[src/rtl/rd53_cmd_pkg.sv]
// Shared frame constants, state/source encodings and the frame mux for the RD53 command scheduler.
package rd53_cmd_pkg;

  localparam logic [15:0] SYNC_FRAME   = 16'h817E;
  localparam logic [15:0] NOOP_FRAME   = 16'h6969;
  localparam logic [7:0]  SYNC_CNT_MAX = 8'd255;

  typedef enum logic [1:0] {
    INIT  = 2'd0,
    IDLE  = 2'd1,
    BURST = 2'd2
  } state_e;

  typedef enum logic [1:0] {
    SRC_SYNC = 2'd0,
    SRC_TRIG = 2'd1,
    SRC_CFG  = 2'd2,
    SRC_NOOP = 2'd3
  } src_e;

  // Pick the 16-bit frame for a given source.
  function automatic logic [15:0] frame_mux(input src_e sel, input logic [15:0] trig,
                                            input logic [15:0] cfg);
    case (sel)
      SRC_SYNC: frame_mux = SYNC_FRAME;
      SRC_TRIG: frame_mux = trig;
      SRC_CFG:  frame_mux = cfg;
      SRC_NOOP: frame_mux = NOOP_FRAME;
      default:  frame_mux = NOOP_FRAME;
    endcase
  endfunction

endpackage

[src/rtl/rd53_sync_timer.sv]
// Counts accepted non-SYNC frames and flags when the next frame must be a SYNC.
module rd53_sync_timer
  import rd53_cmd_pkg::*;
#(
  parameter int SYNC_PERIOD = 32
) (
  input  logic clk,
  input  logic rst_n,
  input  logic accept_i,
  input  logic cur_is_sync_i,
  output logic sync_due_o
);

  logic [7:0] sync_cnt_q;
  logic [7:0] sync_cnt_d;
  logic [8:0] cnt_after_s;

  // Saturating count of non-SYNC accepts; a SYNC accept clears it.
  always_comb begin
    sync_cnt_d = sync_cnt_q;
    if (accept_i) begin
      if (cur_is_sync_i) begin
        sync_cnt_d = 8'd0;
      end else if (sync_cnt_q != SYNC_CNT_MAX) begin
        sync_cnt_d = sync_cnt_q + 8'd1;
      end else begin
        sync_cnt_d = sync_cnt_q;
      end
    end else begin
      sync_cnt_d = sync_cnt_q;
    end
  end

  // Due is judged on the count as it stands once the frame now on the line is accepted,
  // so a SYNC lands on every SYNC_PERIOD-th frame and the count tops out at SYNC_PERIOD-1.
  always_comb begin
    if (cur_is_sync_i) begin
      cnt_after_s = 9'd0;
    end else begin
      cnt_after_s = {1'b0, sync_cnt_q} + 9'd1;
    end
    sync_due_o = (cnt_after_s >= 9'(SYNC_PERIOD - 1));
  end

  // Counter register with synchronous active-low reset.
  always_ff @(posedge clk) begin
    if (!rst_n) begin
      sync_cnt_q <= 8'd0;
    end else begin
      sync_cnt_q <= sync_cnt_d;
    end
  end

endmodule

[src/rtl/rd53_cmd_scheduler.sv]
// Merges trigger and config frames into the RD53 command stream, with INIT lock SYNCs,
// periodic SYNC insertion, NOOP fill and atomic config bursts that SYNC never splits.
module rd53_cmd_scheduler
  import rd53_cmd_pkg::*;
#(
  parameter int SYNC_PERIOD = 32,
  parameter int INIT_SYNCS  = 32
) (
  input  logic        clk160MHz,
  input  logic        rst160MHzL,
  input  logic        trigValid,
  input  logic [15:0] trigData,
  output logic        trigReady,
  input  logic        cfgValid,
  input  logic [15:0] cfgData,
  input  logic        cfgLast,
  output logic        cfgReady,
  output logic [15:0] frameData,
  output logic        frameValid,
  input  logic        frameReady,
  output logic        initDone,
  output logic        cfgBusy
);

  localparam int ICW = (INIT_SYNCS > 1) ? $clog2(INIT_SYNCS + 1) : 1;
  localparam logic [ICW-1:0] INIT_LAST = ICW'(INIT_SYNCS - 1);

  state_e         state_q, state_d;
  src_e           cur_src_q, cur_src_d;  // source of the frame currently on frameData
  src_e           sel_s;
  logic [15:0]    frame_q, frame_d;
  logic           valid_q;
  logic           init_done_q, init_done_d;
  logic [ICW-1:0] init_cnt_q, init_cnt_d;
  logic           accept_s;
  logic           sync_due_s;

  // Nothing is accepted while reset is held, so an abandoned burst gets no further ready.
  assign accept_s = valid_q & frameReady & rst160MHzL;

  rd53_sync_timer #(.SYNC_PERIOD(SYNC_PERIOD)) u_sync_timer (
    .clk          (clk160MHz),
    .rst_n        (rst160MHzL),
    .accept_i     (accept_s),
    .cur_is_sync_i(cur_src_q == SRC_SYNC),
    .sync_due_o   (sync_due_s)
  );

  // Choose which source fills the next slot; SYNC waits for the end of a burst.
  always_comb begin
    sel_s = SRC_NOOP;
    case (state_q)
      INIT: begin
        if (init_cnt_q == INIT_LAST) sel_s = SRC_NOOP;
        else                         sel_s = SRC_SYNC;
      end
      IDLE: begin
        if (sync_due_s)     sel_s = SRC_SYNC;
        else if (trigValid) sel_s = SRC_TRIG;
        else if (cfgValid)  sel_s = SRC_CFG;
        else                sel_s = SRC_NOOP;
      end
      BURST: begin
        if (trigValid)     sel_s = SRC_TRIG;
        else if (cfgValid) sel_s = SRC_CFG;
        else               sel_s = SRC_NOOP;
      end
      default: sel_s = SRC_NOOP;
    endcase
  end

  // Next-state, next-frame and INIT bookkeeping; everything moves only on an accept.
  always_comb begin
    state_d     = state_q;
    frame_d     = frame_q;
    cur_src_d   = cur_src_q;
    init_cnt_d  = init_cnt_q;
    init_done_d = init_done_q;
    if (accept_s) begin
      frame_d   = frame_mux(sel_s, trigData, cfgData);
      cur_src_d = sel_s;
      if (state_q == INIT) begin
        if (init_cnt_q == INIT_LAST) begin
          state_d     = IDLE;
          init_done_d = 1'b1;
        end else begin
          init_cnt_d = init_cnt_q + ICW'(1);
        end
      end else if (sel_s == SRC_CFG) begin
        if (cfgLast) state_d = IDLE;
        else         state_d = BURST;
      end else begin
        state_d = state_q;
      end
    end else begin
      frame_d = frame_q;
    end
  end

  // Scheduler FSM and registered outputs; frameValid rises the first cycle out of reset.
  always_ff @(posedge clk160MHz) begin
    if (!rst160MHzL) begin
      state_q     <= INIT;
      frame_q     <= SYNC_FRAME;
      cur_src_q   <= SRC_SYNC;
      valid_q     <= 1'b0;
      init_cnt_q  <= {ICW{1'b0}};
      init_done_q <= 1'b0;
    end else begin
      state_q     <= state_d;
      frame_q     <= frame_d;
      cur_src_q   <= cur_src_d;
      valid_q     <= 1'b1;
      init_cnt_q  <= init_cnt_d;
      init_done_q <= init_done_d;
    end
  end

  assign frameData  = frame_q;
  assign frameValid = valid_q;
  assign initDone   = init_done_q;
  assign cfgBusy    = (state_q == BURST);
  assign trigReady  = accept_s & (sel_s == SRC_TRIG);
  assign cfgReady   = accept_s & (sel_s == SRC_CFG);

endmodule

[config.mk]
export PLATFORM = sky130hd
export DESIGN_NAME = rd53_cmd_scheduler
export DESIGN_NICKNAME = d
export VERILOG_FILES = /design/src/rtl/rd53_cmd_pkg.sv /design/src/rtl/rd53_sync_timer.sv /design/src/rtl/rd53_cmd_scheduler.sv
export SDC_FILE = /design/constraint.sdc
export NUM_CORES = 1
export LEC_CHECK = 0
export CAP_MARGIN = 10
export CORE_MARGIN = 4
export CORE_UTILIZATION = 41
export DETAILED_ROUTE_END_ITERATION = 12
export PLACE_DENSITY = 0.83
export SKIP_LAST_GASP = 1
export SLEW_MARGIN = 40
export SYNTH_ARGS = -nofsm -noshare
export SYNTH_HDL_FRONTEND = slang
export SYNTH_SLANG_ARGS = --single-unit
[constraint.sdc]
create_clock -name clk160MHz -period 2.32 [get_ports clk160MHz]
set_clock_uncertainty 0.05 [all_clocks]
set_input_delay 0.348 -clock clk160MHz [delete_from_list [all_inputs] [get_ports clk160MHz]]
set_output_delay 0.348 -clock clk160MHz [all_outputs]
set_load 0.01 [all_outputs]
==> results.tsv <==
stage	metric	value	unit
status	run status	finished with violations	
status	failing checks	negative setup slack	
critical_path	critical path depth	7	
critical_path	data required time of the critical path	1.92	ns
sta	Final setup viols	1	
min_path	cell depth of the worst min-delay path	1	
clocking	clock transition at the registers of the reported paths	0.08	ns
critical_path	slowest library cell on the worst path	or3_4	
drt	via-per-instance ratio	5.739	
pwr	share of power burned in the clock network	0.360	
synth	Post-Synthesis Net Count	288	
critical_path	buffer and inverter count on the worst path	2	
pwr	maximum vdd drop	0.0003427	V
critical_path	r2r startpoint	u_sync_timer.sync_cnt_q[3]$_SDFFE_PN0P_	
synth	proportion of synthesized flip-flops having asynchronous set or reset	0	
global_route	maximum number of pins on one net before global-route repair	19	
min_path	path type of the worst min-delay path	reg -> reg	
floorplanning	Die X-Extent	77.11	um
drt	total routed wirelength	6.572	mm
synth	synthesized area divided by synthesized cell count	7.896	um2
pwr	sequential fraction of design power	0.477	
floorplanning	die height	77.11	um
placement	setup slack after placement	-0.2071	ns
critical_path	worst-path cell chain	and4_4 > a41oi_2 > or3_4 > o211a_4 > a22oi_2 > inv_1 > buf_2	
min_path	hold path endpoint	initDone$_SDFFE_PN0P_	
sta	RSZ-0062 raised after global routing	yes	
drt	# DRC	0	
floorplanning	die area	0.005946	mm2
synth	cell area after technology mapping	0.001958	mm2
critical_path	FF-to-FF path depth	7	
placement	weighted congestion at the end of routability-driven global placement	0.8310	
sta	final number of max-transition violations	0	
sta	min setup slack post-route	-0.05626	ns
critical_path	arrival time at the worst endpoint	1.98	ns
final_layout	number of inserted filler cells in the final layout	338	
placement	HPWL after detailed placement	4.603	mm
pwr	cell internal pwr	0.001025	W
min_path	worst hold path startpoint	initDone$_SDFFE_PN0P_	
synth	primary flip-flop cell chosen by synthesis mapping	dfxtp_1	
clocking	number of buffers between clock root and the deepest sink	2	
critical_path	crit-path leading delay family	simple AND/OR/NAND/NOR gates	
critical_path	critical path startpoint category	flip-flop	
pwr	PD cells	436.2	mW/mm2
sta	FMAX	420.8	MHz
clocking	clock tree from TritonCTS	done	
synth	part of the Yosys area used for sequential elements	0.3681	
synth	Mapped Cells	248	
pwr	Leak	1.216	nW
flow_run	count of max-cap constraint violations	0	
final_layout	Final Core Density	0.6921	
clocking	number of clock sinks	36	
pwr	total net switching power	0.0003259	W
clocking	hold bufs inserted after CTS	0	
synth	post-synthesis cell type count	52	
critical_path	largest incremental delay on the critical path	0.42	ns
critical_path	register-to-register path setup slack	0.12	ns
sta	period utilisation layout	1.024	
critical_path	maximum fanout encountered on the critical timing path	4	
synth	count of warnings emitted by yosys	0	
placement	number of placed instances with taps included	387	
global_route	global routing usage summed across all routing layers	0.2194	
placement	count of input and output buffers	58	
sta	setup tns final	-0.05626	ns
sta	transition time of the tightest slew-check pin	0.6568	ns
sta	Max transition margin	0.5611	
clocking	CTS Root Buffer Type	clkbuf_8	
drt	count of antenna-violating nets left after detailed routing	0	
clocking	clock latency on the worst-skew pair	0.30	ns
pwr	Sw Share	0.2413	
drt	drt first-iter violations	217	
critical_path	Crit Path Class	reg -> out	
synth	total of flip-flops plus latches after synthesis	36	
final_layout	commonest non-fill, non-tap cells in the layout	clkdlybuf4s50_1 (56), buf_4 (48), dfxtp_1 (29)	
drt	count of vias placed by the detailed router	2290	
floorplanning	Std-Cell Rows	24	
final_layout	post-synthesis to final-layout area growth	58.15	%
pwr	total power	0.001351	W
final_layout	most common cell after layout, fill and taps aside	clkdlybuf4s50_1	
final_layout	post-layout net count	387	
final_layout	fraction of layout cells with a size suffix above 1	0.2507	
critical_path	destination of the worst register-to-register timing path	cur_src_q[0]$_SDFFE_PN0P_	
final_layout	Layout Cells excl Fill	399	
clocking	depth of the CTS H-tree	2	
global_route	wire length of the first global-routing pass	10.43	mm
synth	number of enable-type register cells in the synthesized netlist	0	
global_route	vias in the first global route	2200	
global_route	residual overflow from global routing	0	
pwr	combinational share of power	0.163	
floorplanning	count of pins on the block boundary	59	
global_route	antenna violations before repair	0	
sta	fin crit period	2.376	ns
floorplanning	Placeable Area	0.004474	mm2
drt	mean routed wirelength per cell	16.47	um
sta	final count of hold timing violations	0	
critical_path	kind of end point of the critical path	output port	
drt	1st-pass router iterations	4	
floorplanning	Initial Util	0.4376	
clocking	clock buffers created by TritonCTS	5	
final_layout	n_diodes	0	
-- area by class of cell --
class	instances	area (um2)	share of cell area
clock buffer	7	96.34	0.03111
inverter	19	71.32	0.02303
multi-input combinational	179	1201	0.3879
sequential	36	732.0	0.2364
tap	52	65.06	0.02101
timing repair buffer	106	930.9	0.3006
-- state kept, by name, indices dropped and copies added, names as in the netlist --
name,flops
frameData,16
u_sync_timer.sync_cnt_q,8
initDone,1
state_q,2
cur_src_q,2
init_cnt_q,6
frameValid,1
-- power groups by stage --
| stage | Sequential (W) | Clock, W | Combinational, W |
|---|---|---|---|
| 3_5_place_dp | 0.000659 | 0 | 0.000215 |
| 4_1_cts | 0.000646 | 0.000487 | 0.000219 |
| 5_1_grt | 0.000646 | 0.000518 | 0.000237 |
| 6_report | 0.000644 | 0.000486 | 0.000220 |
| 3_3_place_gp | 0.000658 | 0 | 0.000210 |
| 2_1_floorplan | 0.000664 | 0 | 0.0000750 |
-- Yosys cell counts, drive strengths merged, types with 5 or more instances --
cell	count	area share
inv	18	0.035
o21ai	19	0.049
a31oi	6	0.019
a21oi	10	0.026
o21a	5	0.019
o22ai	5	0.016
nand4	5	0.016
nand2	23	0.044
clkbuf	10	0.019
nor2	27	0.052
nor3	5	0.013
dfxtp	36	0.37
-- cells by family after synthesis --
family	count (synthesis)	synth area share
fa+ha+maj	2	0.01278
xor+xnor	7	0.03131
mux	1	0.005750
simple gates	85	0.2121
compound gates	84	0.3010
buf+inv	33	0.06900
flops	36	0.3681
-- layer usage --
layer | up-vias | GRT usage | wire, um
li1 | 1097 | - | -
met1 | 1080 | 0.2641 | 2701
met2 | 95 | 0.3763 | 3253
met3 | 18 | 0.04333 | 421
met4 | 0 | 0.09786 | 196
met5 | - | 0 | 0
-- worst max-delay path by stage --
| stage | from | to | slack (ns) |
|---|---|---|---|
| floorplan | u_sync_timer.sync_cnt_q[0]$_SDFFE_PN0P_ | cfgReady | 0.10 |
| global placement | frameReady | cfgReady | -0.14 |
| detailed placement | frameReady | cfgReady | -0.21 |
| CTS | u_sync_timer.sync_cnt_q[4]$_SDFFE_PN0P_ | cfgReady | 0.01 |
| global route | u_sync_timer.sync_cnt_q[4]$_SDFFE_PN0P_ | cfgReady | -0.13 |
| finish | u_sync_timer.sync_cnt_q[3]$_SDFFE_PN0P_ | cfgReady | -0.06 |
-- per-stage QoR --
stage | hold WS [ns] | instance area, um2
floorplan | 0.3257 | 1958
global placement | 0.4090 | 2863
detailed placement | 0.4090 | 2863
CTS | 0.4292 | 3069
global route | 0.4573 | 3097
finish | 0.4302 | 3097
-- repair_timing --
action,in CTS,in global routing
pin swaps,8,8
endpoints found under the setup margin,2,13
gates resized for setup,29,7
setup buffers,7,1
No activity file was read; power rests on OpenSTA's default activity.
==> RTL change (same flow settings) <==
Reset style: asynchronous (`rst160MHzL` and `rst_n`), changed in 2 clocked blocks. Comments in the files are not updated.
--- a/src/rtl/rd53_sync_timer.sv
+++ b/src/rtl/rd53_sync_timer.sv
@@ -45,3 +45,3 @@
   // Counter register with synchronous active-low reset.
-  always_ff @(posedge clk) begin
+  always_ff @(posedge clk or negedge rst_n) begin
     if (!rst_n) begin
--- a/src/rtl/rd53_cmd_scheduler.sv
+++ b/src/rtl/rd53_cmd_scheduler.sv
@@ -100,3 +100,3 @@
   // Scheduler FSM and registered outputs; frameValid rises the first cycle out of reset.
-  always_ff @(posedge clk160MHz) begin
+  always_ff @(posedge clk160MHz or negedge rst160MHzL) begin
     if (!rst160MHzL) begin
Behaviour: differs if rst160MHzL is asserted again (counterexample within 4 cycles, from zero or initial values and one cycle with rst160MHzL low); with rst160MHzL held inactive, the same outputs for 10 cycles.
==> RTL change against the unedited design <==
  * The flow still finishes with violations (negative setup slack)
  * First-iteration DRC count fell by 40%
  * Wire length fell by 22%
  * Via count fell by 23%
  * Sequential cell count did not move
  * Register-to-register slack got worse by 120 ps
  * Non-clock buffer count fell by 15
  * Power rose by 32%
  * Synthesized area fell by 9.3%
  * Critical path depth rose by 1
  * Design area fell by 9.8%
  * Worst setup slack got worse by 90 ps
  * Sequential power rose by 25%
  * Highest routed layer unchanged
==> RTL change: results (changes against the unedited design) <==
outcome finished, violations left; failing checks negative setup slack; crit path max-delay cell type or4_4; setup ws final -146 ps (-90.2 ps); Final setup viols 3 (+2); pwr/cell area 640 nW/um2 (+47%); FF-to-FF Start u_sync_timer.sync_cnt_q[0]; final setup TNS -294 ps (-238 ps); Seq power 0.807 mW (+25%); initial DRC count 131 (-40%); cells taking the most area after synthesis dfrtp_1, dfstp_2, nand2_1, o21ai_0, a21oi_1; switching share of power 27.4% (+3.3 points); Peak supply drop 409 uV (+19%); Cells after Synth 178 (-28%); Finished Core Util 68.3% (-0.87 points); DP Wirelength 3730 um (-19%); sequential area share after synthesis 51.3% (+14 points); top cell type's share of synthesized area 39.4% (+2.6 points); library cells used by synthesis 37 (-29%); syn nets 218 (-24%); mux cell area share after synthesis 1.20% (+0.62 points); vias in the first global route 1788 (-19%); Gate power share 24.3% (+8.0 points); leak pwr 1.15 nW (-5.4%); vias per std cell 5.48 (-4.5%); worst min-delay path class in -> async; global-route wire length before repair 8250 um (-21%); Synth Area in Compound Gates 21.4% (-8.7 points); commonest cells in the synthesized netlist dfrtp_1, nand2_1, nor2_1; placed cell area 2640 um2 (-8.0%); final std cells w/o fill 322 (-19%); number of nets in the layout 311 (-20%); worst reg-to-reg path cell count 10 (+3); Adder-Cell Fraction of Synth Area 1.41% (+0.13 points)
==> RTL change: cell types whose count changed after synthesis, moves of 8 or more <==
| cell | unedited run | this run |
|---|---|---|
| inv_1 | 18 | 6 |
| dfxtp_1 | 36 | 0 |
| dfrtp_1 | 0 | 28 |
| nor2_1 | 27 | 15 |
| dfstp_2 | 0 | 8 |
==> RTL change: how the worst min path moves through the flow <==
stage | start | to | slack, ps | depth (start not counted)
floorplan | rst160MHzL | cur_src_q[0] | 2 | 0
global placement | init_cnt_q[5] | init_cnt_q[5] | 410 | 1
detailed placement | init_cnt_q[5] | init_cnt_q[5] | 420 | 1
CTS | rst160MHzL | init_cnt_q[3] | 130 | 2
global route | rst160MHzL | initDone | 150 | 2
finish | rst160MHzL | init_cnt_q[2] | 130 | 2
==> RTL change: what timing repair did <==
| action | 4_1_cts | 5_1_grt |
|---|---|---|
| hold endpoints to repair | 0 | 0 |
| gates resized for setup | 12 | 12 |
| setup endpoints to repair | 2 | 12 |
| gates cloned | 0 | 0 |
| buffers inserted | 1 | 0 |
| pin swaps | 5 | 3 |
==> RTL change: area by class of cell <==
type | instances | area [um2]
fill | 332 | 1290
timing repair buffer | 91 | 813
sequential | 36 | 911
tap | 50 | 62.6
clock inverter | 2 | 35.0
inverter | 6 | 22.5
clock buffer | 6 | 72.6
multi-input combinational | 131 | 876
==> RTL change: logic make-up after synthesis <==
family | Yosys count
compound gates | 56
simple gates | 64
mux | 2
buf+inv | 11
xor+xnor | 6
other cells | 1
flops | 36
fa+ha+maj | 2
==> RTL change: per-layer routing <==
metal	track usage [%]	share of wire [%]	vias to the layer above
met3	5.34	5.5	13
met2	34.0	51	48
met5	0	0	-
met1	23.9	40	868
met4	5.43	2.8	0
li1	-	-	835
